==> config.mk <==
export PLATFORM = sky130hd
export DESIGN_NAME = dscale_ctrl
export DESIGN_NICKNAME = d
export VERILOG_FILES = /design/src/rtl/dscale_pkg.sv /design/src/rtl/dscale_div12.sv /design/src/rtl/dscale_ctrl.sv
export SDC_FILE = /design/constraint.sdc
export NUM_CORES = 1
export LEC_CHECK = 0
export BUFFER_PORTS_ARGS = -buffer_cell sky130_fd_sc_hd__buf_4
export CORE_MARGIN = 8
export CORE_UTILIZATION = 49
export DETAILED_ROUTE_END_ITERATION = 8
export GPL_TIMING_DRIVEN = 0
export HOLD_SLACK_MARGIN = 0.03
export PLACE_DENSITY = 0.69
export SLEW_MARGIN = 20
export SYNTH_ARGS = -nofsm -noshare
export SYNTH_HDL_FRONTEND = slang
export SYNTH_HIERARCHICAL = 1
export SYNTH_SLANG_ARGS = --single-unit
==> constraint.sdc <==
create_clock -name pclk -period 5.5 [get_ports pclk]
set_input_delay 0.55 -clock pclk [delete_from_list [all_inputs] [get_ports pclk]]
set_output_delay 0.55 -clock pclk [all_outputs]
set_load 0.01 [all_outputs]
==> src/rtl/dscale_pkg.sv <==
// Shared definitions for the downscaler configuration controller:
// FSM state encoding, phase lengths, dimension width and small helpers.
package dscale_pkg;

  localparam int DIM_W    = 12;
  localparam int FACT_CYC = 8;
  localparam int DIV_CYC  = 12;
  localparam int FACT_MAX = 7;

  typedef enum logic [2:0] {
    ST_IDLE,
    ST_FACT_W,
    ST_FACT_H,
    ST_DIV_W,
    ST_DIV_H,
    ST_PEND
  } state_t;

  function automatic logic [DIM_W-1:0] dim_min(input logic [DIM_W-1:0] a,
                                               input logic [DIM_W-1:0] b);
    return (a < b) ? a : b;
  endfunction

  // An axis is unusable when it has no output, upscales, or needs a factor above 7.
  function automatic logic axis_bad(input logic [DIM_W-1:0] in_dim,
                                    input logic [DIM_W-1:0] out_dim);
    logic [DIM_W+2:0] in_ext;
    logic [DIM_W+2:0] out_x8;
    in_ext = {3'b000, in_dim};
    out_x8 = {out_dim, 3'b000};
    return (out_dim == '0) || (out_dim > in_dim) || (in_ext >= out_x8);
  endfunction

endpackage

==> src/rtl/dscale_div12.sv <==
// Fixed-latency restoring divider: 12-bit dividend by 3-bit divisor.
// The first quotient bit is resolved in the start cycle straight from the
// inputs, so the full quotient is presented (with done) in the 12th cycle
// counted from start, and a new start may be issued on the following cycle.
module dscale_div12
  import dscale_pkg::*;
(
  input  logic             pclk,
  input  logic             rst,
  input  logic             start,
  input  logic [DIM_W-1:0] dividend,
  input  logic [2:0]       divisor,
  output logic             done,
  output logic [DIM_W-1:0] quotient
);

  logic             busy;
  logic [3:0]       cnt;
  logic [2:0]       rem_q;
  logic [DIM_W-1:0] quo_q;
  logic [2:0]       dvs_q;

  logic [2:0]       src_rem;
  logic [DIM_W-1:0] src_quo;
  logic [2:0]       src_dvs;
  logic [3:0]       trial;
  logic [3:0]       diff;
  logic             ge;
  logic [2:0]       rem_nx;
  logic [DIM_W-1:0] quo_nx;

  // One restoring iteration, fed from the inputs on start, else from the registers.
  always_comb begin
    src_rem = start ? 3'd0 : rem_q;
    src_quo = start ? dividend : quo_q;
    src_dvs = start ? divisor : dvs_q;
    trial   = {src_rem, src_quo[DIM_W-1]};
    diff    = trial - {1'b0, src_dvs};
    ge      = (trial >= {1'b0, src_dvs});
    rem_nx  = ge ? diff[2:0] : trial[2:0];
    quo_nx  = {src_quo[DIM_W-2:0], ge};
  end

  assign done     = busy && (cnt == 4'(DIV_CYC - 1));
  assign quotient = quo_nx;

  // Iteration sequencing: start performs iteration 1, busy cycles the rest.
  always_ff @(posedge pclk) begin
    if (rst) begin
      busy <= 1'b0;
      cnt  <= '0;
    end else if (start) begin
      busy <= 1'b1;
      cnt  <= 4'd1;
    end else if (busy) begin
      cnt <= cnt + 4'd1;
      if (cnt == 4'(DIV_CYC - 1)) begin
        busy <= 1'b0;
      end
    end
  end

  // Partial remainder / quotient shift register, no reset needed.
  always_ff @(posedge pclk) begin
    if (start || busy) begin
      rem_q <= rem_nx;
      quo_q <= quo_nx;
    end
    if (start) begin
      dvs_q <= divisor;
    end
  end

endmodule

==> src/rtl/dscale_ctrl.sv <==
// Downscaler configuration controller. Accepts a resolution request,
// derives per-axis decimation factors and crop sizes over a fixed 40-cycle
// computation, then holds the result pending until the next frame start
// (falling edge of in_vsync) so a frame never sees a mixed configuration.
// Optional build macro DSCALE_CTRL_CHECK_EN: reject unusable requests with a
// one-cycle cfg_err pulse instead of clamping them.
module dscale_ctrl
  import dscale_pkg::*;
#(
  parameter int unsigned DEF_W = 1280,
  parameter int unsigned DEF_H = 960
) (
  input  logic             pclk,
  input  logic             rst,
  input  logic             cfg_valid,
  output logic             cfg_ready,
  input  logic [DIM_W-1:0] cfg_in_w,
  input  logic [DIM_W-1:0] cfg_in_h,
  input  logic [DIM_W-1:0] cfg_out_w,
  input  logic [DIM_W-1:0] cfg_out_h,
  input  logic             in_vsync,
  output logic             pending,
  output logic             commit,
  output logic             cfg_err,
  output logic [2:0]       dscale_w,
  output logic [2:0]       dscale_h,
  output logic [DIM_W-1:0] s_in_crop_w,
  output logic [DIM_W-1:0] s_in_crop_h,
  output logic [DIM_W-1:0] s_out_crop_w,
  output logic [DIM_W-1:0] s_out_crop_h
);

  state_t           state;
  logic [3:0]       cnt;
  logic             vs_prev;

  logic [DIM_W-1:0] in_w_r, in_h_r, out_w_r, out_h_r;
  logic [DIM_W-1:0] rem;
  logic [2:0]       fq;
  logic [2:0]       fw, fh;
  logic [DIM_W-1:0] scaled_w, scaled_h;

  logic [DIM_W-1:0] cur_in, cur_out;
  logic             sub_ok;
  logic [2:0]       fq_nx;
  logic [DIM_W-1:0] rem_nx;
  logic [2:0]       f_final;
  logic             accept;
  logic             frame_start;
  logic             fact_last, div_last;

  logic             div_start;
  logic [DIM_W-1:0] div_dividend;
  logic [2:0]       div_divisor;
  logic             div_done;
  logic [DIM_W-1:0] div_quo;

`ifdef DSCALE_CTRL_CHECK_EN
  logic             req_bad;
  assign req_bad = axis_bad(cfg_in_w, cfg_out_w) || axis_bad(cfg_in_h, cfg_out_h);
`endif

  assign accept      = cfg_valid && cfg_ready;
  assign frame_start = vs_prev && !in_vsync;
  assign fact_last   = (cnt == 4'(FACT_CYC - 1));
  assign div_last    = (cnt == 4'(DIV_CYC - 1));

  // Factor search step: one subtraction per cycle, saturating at the max factor.
  always_comb begin
    cur_in  = (state == ST_FACT_H) ? in_h_r : in_w_r;
    cur_out = (state == ST_FACT_H) ? out_h_r : out_w_r;
    sub_ok  = (rem >= cur_out) && (fq != 3'(FACT_MAX));
    fq_nx   = sub_ok ? fq + 3'd1 : fq;
    rem_nx  = sub_ok ? rem - cur_out : rem;
    f_final = (fq_nx == 3'd0) ? 3'd1 : fq_nx;
  end

  assign div_start    = ((state == ST_DIV_W) || (state == ST_DIV_H)) && (cnt == 4'd0);
  assign div_dividend = (state == ST_DIV_H) ? in_h_r : in_w_r;
  assign div_divisor  = (state == ST_DIV_H) ? fh : fw;

  dscale_div12 u_div (
    .pclk     (pclk),
    .rst      (rst),
    .start    (div_start),
    .dividend (div_dividend),
    .divisor  (div_divisor),
    .done     (div_done),
    .quotient (div_quo)
  );

  // Control FSM with registered handshake/status outputs and the active register set.
  always_ff @(posedge pclk) begin
    if (rst) begin
      state        <= ST_IDLE;
      cnt          <= '0;
      vs_prev      <= 1'b0;
      cfg_ready    <= 1'b1;
      pending      <= 1'b0;
      commit       <= 1'b0;
      cfg_err      <= 1'b0;
      dscale_w     <= 3'd1;
      dscale_h     <= 3'd1;
      s_in_crop_w  <= DIM_W'(DEF_W);
      s_out_crop_w <= DIM_W'(DEF_W);
      s_in_crop_h  <= DIM_W'(DEF_H);
      s_out_crop_h <= DIM_W'(DEF_H);
    end else begin
      vs_prev <= in_vsync;
      commit  <= 1'b0;
      cfg_err <= 1'b0;
      case (state)
        ST_IDLE: begin
          if (accept) begin
`ifdef DSCALE_CTRL_CHECK_EN
            if (req_bad) begin
              cfg_err <= 1'b1;
            end else begin
              state     <= ST_FACT_W;
              cnt       <= '0;
              cfg_ready <= 1'b0;
            end
`else
            state     <= ST_FACT_W;
            cnt       <= '0;
            cfg_ready <= 1'b0;
`endif
          end
        end
        ST_FACT_W: begin
          if (fact_last) begin
            state <= ST_FACT_H;
            cnt   <= '0;
          end else begin
            cnt <= cnt + 4'd1;
          end
        end
        ST_FACT_H: begin
          if (fact_last) begin
            state <= ST_DIV_W;
            cnt   <= '0;
          end else begin
            cnt <= cnt + 4'd1;
          end
        end
        ST_DIV_W: begin
          if (div_last) begin
            state <= ST_DIV_H;
            cnt   <= '0;
          end else begin
            cnt <= cnt + 4'd1;
          end
        end
        ST_DIV_H: begin
          if (div_last) begin
            state   <= ST_PEND;
            cnt     <= '0;
            pending <= 1'b1;
          end else begin
            cnt <= cnt + 4'd1;
          end
        end
        ST_PEND: begin
          if (frame_start) begin
            state        <= ST_IDLE;
            pending      <= 1'b0;
            commit       <= 1'b1;
            cfg_ready    <= 1'b1;
            dscale_w     <= fw;
            dscale_h     <= fh;
            s_in_crop_w  <= scaled_w;
            s_in_crop_h  <= scaled_h;
            s_out_crop_w <= dim_min(out_w_r, scaled_w);
            s_out_crop_h <= dim_min(out_h_r, scaled_h);
          end
        end
        default: begin
          state     <= ST_IDLE;
          cfg_ready <= 1'b1;
          pending   <= 1'b0;
        end
      endcase
    end
  end

  // Working datapath: request capture, factor search and divider results.
  always_ff @(posedge pclk) begin
    if ((state == ST_IDLE) && accept) begin
      in_w_r  <= cfg_in_w;
      in_h_r  <= cfg_in_h;
      out_w_r <= cfg_out_w;
      out_h_r <= cfg_out_h;
    end
    if ((state == ST_FACT_W) || (state == ST_FACT_H)) begin
      if (cnt == 4'd0) begin
        rem <= cur_in;
        fq  <= 3'd0;
      end else begin
        rem <= rem_nx;
        fq  <= fq_nx;
        if (fact_last && (state == ST_FACT_W)) begin
          fw <= f_final;
        end
        if (fact_last && (state == ST_FACT_H)) begin
          fh <= f_final;
        end
      end
    end
    if ((state == ST_DIV_W) && div_done) begin
      scaled_w <= div_quo;
    end
    if ((state == ST_DIV_H) && div_done) begin
      scaled_h <= div_quo;
    end
  end

endmodule
==> out/metrics.yaml <==
cp_max_fo: 10
synth_area_per_cell_um2: 11.7
nFillCells: 1430
area_growth_pct: 20.5
cp.required_ns: 5.68
rsz0062_at_grt: "false"
pre_cts_slack_ns: 0.773
synthCells: 720
drive_above_1_share_pct: 23.9
path_clk_slew_ns: 0.07
synth_cell_types: 65
worstMarginPinSlew_ns: 0.789
period_share_pct: 85.9
cts_resized: 0
crit_path_start_kind: "flop"
post_cts_buffers: 0
grt_pass1_vias: 6180
synth.ff_latch_count: 181
place_area_mm2: 0.00957
grtUsageTotal_pct: 19.9
p_leak_nw: 3.96
grt_start_max_net_pins: 17
htreeDepth: 4
clk_path_buf_depth: 2
cp-end-kind: "flop"
mappedNetlistArea_mm2: 0.00842
clock_latency_ns: 0.43
drtIter0Drc: 396
synth_nets: 816
cp.arrival_ns: 4.91
fin_nets: 949
final.setup_skew_ns: 0.0131
stdcell_count: 1091
rows: 48
numCtsBuffers: 17
io_pins: 110
mostFrequentLayoutCell: "buf_4"
die-area_mm2: 0.0216
n_antenna_cell: 0
place_hpwl_um: 16600
hp-class: "in -> reg"
cts_tree: "yes"
start_util_pct: 49.4
root_buffer: "clkbuf_16"
grt_antenna_before_repair: 0
die_h_um: 147
synth-async-reset-ratio_pct: 0
setup_ws_ns: 0.776
final_cell_mix: "buf_4 (115), edfxtp_1 (108), dfxtp_1 (73)"
post-route-util_pct: 59.5
route.vias.total: 5974
fmax_ghz: 0.212
synth_edf_count: 108
ant_nets: 0
grt-ovfl-total: 0
drc: 0
io_buffers: 108
grt_first_pass_wirelength_um: 33400
yosysSeqAreaShare_pct: 55.9
fin_area_mm2: 0.0101
min_period_ns: 4.72
synth_ff_type: "edfxtp_1"
dp.cells: 1059
fin_tns_setup_ns: 0
cellPowerDensity_mw_per_mm2: 429
ir_drop_mv: 0.254
core_mm2: 0.0171
clock_sinks: 181
maxCapViolCount: 0
worstSetupPathType: "reg -> reg"
slew_violations: 0
cts_hold_buf: 0
finalSetupViolCount: 0
finalHoldViolCount: 0
wl_um: 21400
status: "completed"
timing.max_slew.rel_slack_pct: 47.2
synth_warnings: 6
routedWlPerCell_um: 19.6
avgViaCountPerCell: 5.48
globalplace.congestion: 0.885
first_pass_iters: 4
die_x_um: 147
[critical path: stages, from the launching register on]
cell and delay, ns:
dfxtp_1 0.33, clkbuf_1 0.20, nand2b_1 0.30, nor2_1 0.61, buf_2 0.47, mux2_2 0.27
ha_1 0.17, inv_1 0.06, fa_1 0.41, a21o_1 0.21, a21oi_2 0.27, a2111oi_2 0.13
nor3_2 0.47, mux2_2 0.43, and2_1 0.16
[area by class of cell]
| type | instances | area (µm²) | area share (%) |
|---|---|---|---|
| Tap cell | 225 | 282 | 2.77 |
| Timing Repair Buffer | 114 | 860 | 8.47 |
| Buffer | 34 | 225 | 2.22 |
| Multi-Input combinational cell | 469 | 3370 | 33.2 |
| Clock buffer | 23 | 509 | 5.02 |
| Inverter | 36 | 135 | 1.33 |
| Sequential cell | 181 | 4700 | 46.4 |
| Clock inverter | 9 | 62.6 | 0.617 |
[cells by family (layout without fill, tap and decap cells)]
group	Yosys count	count (layout)	share of synthesized area, %
AO/OA/AOI/OAI	140	140	10.8
adder cells (fa/ha/maj)	44	44	6.72
multiplexers	81	81	10.1
flip-flops	181	181	55.9
buffers and inverters	70	216	4.28
other	1	1	0.0445
AND/OR/NAND/NOR	190	190	10.8
XOR/XNOR	13	13	1.35
[where the power goes]
group	internal [W]	total, W	switching, W
Combinational	0.000566	0.00138	0.000809
Sequential	0.00171	0.00180	0.0000970
Clock	0.000657	0.00117	0.000514
Total	0.00293	0.00435	0.00142
[flip-flops by register name, summed over array words and instances (netlist names), 4 cells and up]
name          flops
in_w_r           12
u_div/cnt         4
scaled_w         12
scaled_h         12
s_out_crop_w     12
rem              12
s_in_crop_w      12
cnt               4
s_out_crop_h     12
out_h_r          12
u_div/quo_q      12
s_in_crop_h      12
out_w_r          12
in_h_r           12
[synthesized netlist by cell type (all sizes together) (10+ instances only)]
master  instances  area share [%]
mux2i          48             5.7
dfxtp          73              17
edfxtp        108              39
nand2b         13            0.97
nor2           46             2.1
buf            10            0.91
inv            36             1.6
nand2          67             3.0
o21ai          19             1.1
clkbuf         23             1.6
nor3           21             1.3
a21oi          59             3.6
ha             42             6.2
mux2           33             4.4
a211oi         24             2.3
[stage by stage]
stage               total power, W  hold slack, ns
global placement           0.00313           0.450
global route               0.00457           0.277
CTS                        0.00436           0.280
finish                     0.00435           0.291
floorplan                  0.00280           0.431
detailed placement         0.00319           0.451
[worst paths after layout]
kind | from | end | slack [ns] | cells after the start
min reg2reg | s_in_crop_h[11] | s_in_crop_h[11] | 0.46 | 2
max reg2reg | state[0] | fq[1] | 0.78 | 14
min | cfg_in_h[3] | in_h_r[3] | 0.29 | 1
max | state[0] | fq[1] | 0.78 | 14
[layer usage]
layer  vias up  part of all wire, %  wire length, µm  global-route usage [%]
met4         0                  2.4              504                    7.70
met2       181                   47            10100                    32.7
li1       2879                    -                -                       -
met3        30                  6.2             1330                    5.35
met5         -                    0                0                       0
met1      2884                   44             9450                    24.5
(Power assumes the default switching activity.)
